File: src/rtl/muldiv_seq.sv
// Sequential 32x32 signed multiply / divide. Works on magnitudes with one iteration
// per cycle, then applies the sign correction in a final cycle.
module muldiv_seq (
   input  logic        clk,
   input  logic        reset,
   input  logic        start,
   input  logic        op,
   input  logic [31:0] RA,
   input  logic [31:0] RB,
   output logic [63:0] RZ,
   output logic        busy,
   output logic        done,
   output logic        div_by_zero
);

   // state | meaning
   // IDLE  | waiting for start; divide-by-zero is resolved here in one cycle
   // CALC  | 32 shift-add (mul) or restoring shift-subtract (div) iterations
   // FIX   | sign correction, result load, done pulse
   typedef enum logic [1:0] {IDLE, CALC, FIX} state_e;

   state_e      state_q, state_d;
   logic [5:0]  cnt_q, cnt_d;
   logic [31:0] hi_q, hi_d;
   logic [31:0] lo_q, lo_d;
   logic [31:0] b_q, b_d;
   logic        sa_q, sa_d;
   logic        sb_q, sb_d;
   logic        op_q, op_d;
   logic [63:0] rz_q, rz_d;
   logic        done_q, done_d;
   logic        dbz_q, dbz_d;

   logic        div_zero_req;
   logic [32:0] mul_sum;
   logic [32:0] rem_sh;
   logic [32:0] rem_diff;
   logic [63:0] prod_mag;
   logic [31:0] quo_fix;
   logic [31:0] rem_fix;

   assign div_zero_req = start && op && (RB == 32'd0);

   always_ff @(posedge clk or negedge reset) begin
      if (!reset) begin
         state_q <= IDLE;
         cnt_q   <= '0;
         hi_q    <= '0;
         lo_q    <= '0;
         b_q     <= '0;
         sa_q    <= 1'b0;
         sb_q    <= 1'b0;
         op_q    <= 1'b0;
         rz_q    <= '0;
         done_q  <= 1'b0;
         dbz_q   <= 1'b0;
      end else begin
         state_q <= state_d;
         cnt_q   <= cnt_d;
         hi_q    <= hi_d;
         lo_q    <= lo_d;
         b_q     <= b_d;
         sa_q    <= sa_d;
         sb_q    <= sb_d;
         op_q    <= op_d;
         rz_q    <= rz_d;
         done_q  <= done_d;
         dbz_q   <= dbz_d;
      end
   end

   always_comb begin
      state_d = state_q;
      case (state_q)
         IDLE:    if (start && !div_zero_req) state_d = CALC;
         CALC:    if (cnt_q == 6'd31) state_d = FIX;
         FIX:     state_d = IDLE;
         default: state_d = IDLE;
      endcase
   end

   // {hi, lo} is the product register for mul and {remainder, quotient} for div.
   always_comb begin
      mul_sum  = {1'b0, hi_q} + (lo_q[0] ? {1'b0, b_q} : 33'd0);
      rem_sh   = {hi_q, lo_q[31]};
      rem_diff = rem_sh - {1'b0, b_q};
      prod_mag = {hi_q, lo_q};
      quo_fix  = (sa_q ^ sb_q) ? (~lo_q + 32'd1) : lo_q;
      rem_fix  = sa_q ? (~hi_q + 32'd1) : hi_q;

      cnt_d  = cnt_q;
      hi_d   = hi_q;
      lo_d   = lo_q;
      b_d    = b_q;
      sa_d   = sa_q;
      sb_d   = sb_q;
      op_d   = op_q;
      rz_d   = rz_q;
      dbz_d  = dbz_q;
      done_d = 1'b0;

      case (state_q)
         IDLE: begin
            if (div_zero_req) begin
               rz_d   = {RA, 32'hFFFF_FFFF};
               dbz_d  = 1'b1;
               done_d = 1'b1;
            end else if (start) begin
               hi_d  = '0;
               lo_d  = RA[31] ? (~RA + 32'd1) : RA;
               b_d   = RB[31] ? (~RB + 32'd1) : RB;
               sa_d  = RA[31];
               sb_d  = RB[31];
               op_d  = op;
               cnt_d = '0;
               dbz_d = 1'b0;
            end
         end
         CALC: begin
            cnt_d = cnt_q + 6'd1;
            if (!op_q) begin
               hi_d = mul_sum[32:1];
               lo_d = {mul_sum[0], lo_q[31:1]};
            end else if (rem_sh >= {1'b0, b_q}) begin
               hi_d = rem_diff[31:0];
               lo_d = {lo_q[30:0], 1'b1};
            end else begin
               hi_d = rem_sh[31:0];
               lo_d = {lo_q[30:0], 1'b0};
            end
         end
         FIX: begin
            if (!op_q) rz_d = (sa_q ^ sb_q) ? (~prod_mag + 64'd1) : prod_mag;
            else       rz_d = {rem_fix, quo_fix};
            done_d = 1'b1;
         end
         default: ;
      endcase
   end

   always_comb begin
      busy        = (state_q != IDLE);
      RZ          = rz_q;
      done        = done_q;
      div_by_zero = dbz_q;
   end

endmodule

File: config.mk
export PLATFORM = sky130hd
export DESIGN_NAME = muldiv_seq
export DESIGN_NICKNAME = d
export VERILOG_FILES = /design/src/rtl/muldiv_seq.sv
export SDC_FILE = /design/constraint.sdc
export NUM_CORES = 1
export LEC_CHECK = 0
export BUFFER_PORTS_ARGS = -buffer_cell sky130_fd_sc_hd__clkbuf_2
export CAP_MARGIN = 20
export CORE_MARGIN = 5
export CORE_UTILIZATION = 24
export CTS_CLUSTER_DIAMETER = 60
export DETAILED_ROUTE_END_ITERATION = 7
export HOLD_SLACK_MARGIN = 0.15
export SETUP_SLACK_MARGIN = 0.4
export SKIP_CTS_REPAIR_TIMING = 1
export SLEW_MARGIN = 20
export SYNTH_ARGS = -nofsm -noshare
export SYNTH_HDL_FRONTEND = slang
export SYNTH_SLANG_ARGS = --single-unit
File: constraint.sdc
create_clock -name clk -period 9.2 [get_ports clk]
set_clock_uncertainty 0.05 [all_clocks]
set_input_delay 1.84 -clock clk [delete_from_list [all_inputs] [get_ports clk]]
set_output_delay 1.84 -clock clk [all_outputs]
set_load 0.01 [all_outputs]
==> flow_summary.json <==
{
  "initial_core_util_pct": 24.1,
  "n_fill_cell": 6445,
  "path_max_fanout": 70,
  "cts_made_buffers": 17,
  "cap_violations": 0,
  "num_rows": 90,
  "worst_hold_startpoint": "b_q[18]",
  "hold_class": "reg -> reg",
  "fmax_mhz": 220,
  "rsz0062_at_grt": "false",
  "hpwl_um": 38100,
  "final.setup.tns_ns": 0,
  "track_usage_pct": 14.8,
  "grt_pass1_wl_um": 78400,
  "synth_area_leaders": "dfrtp_1, ha_1, xor2_1",
  "insertion_delay_ns": 0.46,
  "ios": 135,
  "period_needed_ns": 4.56,
  "area_delta_synth_final_pct": 13.7,
  "syn_area_per_cell_sq_um": 8.10,
  "path_buf_inv": 2,
  "synth_nets": 1928,
  "r2r_cells": 12,
  "drv_slew": 0,
  "drcViolationCount": 0,
  "async_flop_share_pct": 100,
  "drt-wirelength-per-cell_um": 19.0,
  "die_x_um": 256,
  "hold_depth": 2,
  "synth_edf_count": 0,
  "final_layout_size_suffix_gt1_share_pct": 11.8,
  "cp_slowest_cell": "buf_4",
  "grt_max_degree": 88,
  "crit_family": "simple AND/OR/NAND/NOR gates",
  "ys_ff_latch": 173,
  "vias": 13800,
  "synth_ff_type": "dfrtp_1",
  "power_leakage_nw": 6.82,
  "clk_pin_slew_ns": 0.07,
  "layout_commonest_cell": "nand2_1",
  "end_kind": "flop",
  "slew-limit-headroom_pct": 32.9,
  "nets": 1987,
  "cts_tree": "built",
  "synth.cell_area_sq_um": 14500,
  "yosysSeqAreaShare_pct": 29.9,
  "yosysWarnings": 0,
  "yosys.area.top_type": "dfrtp_1",
  "grt.overflow.total": 0,
  "critical-path-max-stage-delay_ns": 0.70,
  "finalSetupViolCount": 0,
  "antenna_found_initial": 2,
  "r2r_slack_ns": 5.06,
  "yosys.cell_types.count": 83,
  "wl_um": 50200,
  "synth_top_area_share_pct": 29.9,
  "die_y_um": 256,
  "finalCritPeriodShare_pct": 49.5,
  "reg2reg_from": "lo_q[0]",
  "via_per_inst": 5.22,
  "critPathLaunchType": "input pin",
  "powerDensity_nw_per_um2": 309,
  "cp_cell_sequence": "clkbuf_2 > nor4_1 > and4b_1 > nand4_1 > nor4_4 > buf_4 > mux2_1 > o22ai_1 > a21oi_1",
  "outcome": "complete, no violations",
  "port-buffer-count": 134,
  "layout_common_cells": "nand2_1, dfrtp_1, nor2_1",
  "worst_pin_slew_ns": 1.01,
  "crit_arrival_ns": 4.80,
  "power.total_mw": 5.09,
  "root_buffer": "clkbuf_16",
  "htree_levels": 4,
  "clk_path_buf_depth": 2,
  "crit_type": "in -> reg",
  "core_sq_um": 60000,
  "syn_inst": 1789,
  "ir_drop_uv": 146,
  "cts.sinks": 173,
  "finalHoldViolations": 0,
  "grt_pass1_vias": 13500,
  "drt-initial-drc-count": 1186,
  "die_area_sq_um": 65400,
  "required_ns": 9.45,
  "place.gp.congestion": 0.934,
  "whs_endpoint": "b_q[18]",
  "dr.pass1.iters": 7,
  "ant_nets": 0,
  "r2r-end": "hi_q[26]"
}
worst reg2reg max path, cell delays in order (launching register included):
cell      delay (ns)
dfrtp_1         0.47
inv_1           0.26
buf_4           0.40
nor2_1          0.12
ha_1            0.37
nand2_1         0.09
o31a_1          0.35
nor4bb_1        0.76
o21ai_1         0.28
a211o_1         0.34
mux2i_1         0.13
a311o_1         0.33
o21ai_1         0.13
registers in the layout (all words and copies together), names as in the netlist:
| register | flops |
|---|---|
| done | 1 |
| cnt_q | 6 |
| lo_q | 32 |
| sb_q | 1 |
| b_q | 32 |
| op_q | 1 |
| sa_q | 1 |
| state_q | 2 |
| hi_q | 32 |
| div_by_zero | 1 |
| RZ | 64 |
report_power, final:
group / total (mW) / switching (mW) / internal (mW)
combinational: 2.93 / 1.74 / 1.19
sequential: 1.39 / 0.445 / 0.946
clock: 0.768 / 0.347 / 0.422
total: 5.09 / 2.53 / 2.56
Yosys cell counts, types with 7 or more instances:
library cell and n:
a22oi_1 9, xnor2_1 79, o21a_1 13, nor2b_1 20, ha_1 69, inv_1 66, mux2i_1 61, or4_1 12
nand3_1 32, o31ai_1 28, buf_2 17, nor2_1 153, a21oi_1 139, o211ai_1 31, xor2_1 89, nand2b_1 16
o21ai_0 108, a21o_1 27, o22ai_1 11, and3_1 7, nand4_1 18, a31oi_1 17, dfrtp_1 173, clkbuf_1 82
or3_1 15, o21ai_1 59, nand3b_1 7, nor4_1 16, a211oi_1 25, nand2_1 182, o41ai_1 13, nor3_1 60
through the flow:
step	util, %	hold slack, ns	instances	cell area [sq um]	setup slack (ns)
2_1_floorplan	-	0.398	1789	14500	5.25
5_1_grt	27.4	0.458	2644	16500	4.41
3_5_place_dp	26.4	0.423	2611	15800	4.10
4_1_cts	27.4	0.435	2642	16500	4.59
3_3_place_gp	26.4	0.413	2611	15800	4.20
6_report	27.4	0.437	2644	16500	4.64
how the worst max path moves through the flow:
stage	endpoint	startpoint	cells past startpoint	slack, ns
3_3_place_gp	op_q	RB[10]	8	4.20
4_1_cts	op_q	RB[10]	8	4.59
2_1_floorplan	lo_q[28]	RA[4]	7	5.25
6_report	RZ[32]	RB[6]	9	4.64
3_5_place_dp	op_q	RB[10]	8	4.10
5_1_grt	RZ[32]	RB[6]	9	4.41
kinds of logic after synthesis:
kind of cell	share of synthesized area, %
flip-flops	29.9
multiplexers	4.84
AO/OA/AOI/OAI	24.4
AND/OR/NAND/NOR	19.7
adder cells (fa/ha/maj)	6.24
XOR/XNOR	10.2
buffers and inverters	4.79
layout make-up:
class	count	area [sq um]	area share, %
multi-input cells	1441	9510	57.7
diodes	2	5.00	0.0304
inverters	66	248	1.50
well taps	782	978	5.94
repair buffers	149	790	4.80
clock inverters	12	153	0.927
flip-flops and latches	173	4330	26.3
clock buffers	19	453	2.75
layer usage:
metal	track usage (%)	share of wire (%)	vias up
li1	-	-	6617
met5	0	0	-
met3	3.69	9.0	46
met1	21.3	46	6607
met4	3.75	1.8	0
met2	22.3	43	536
Power figures use the tool's default switching activity.
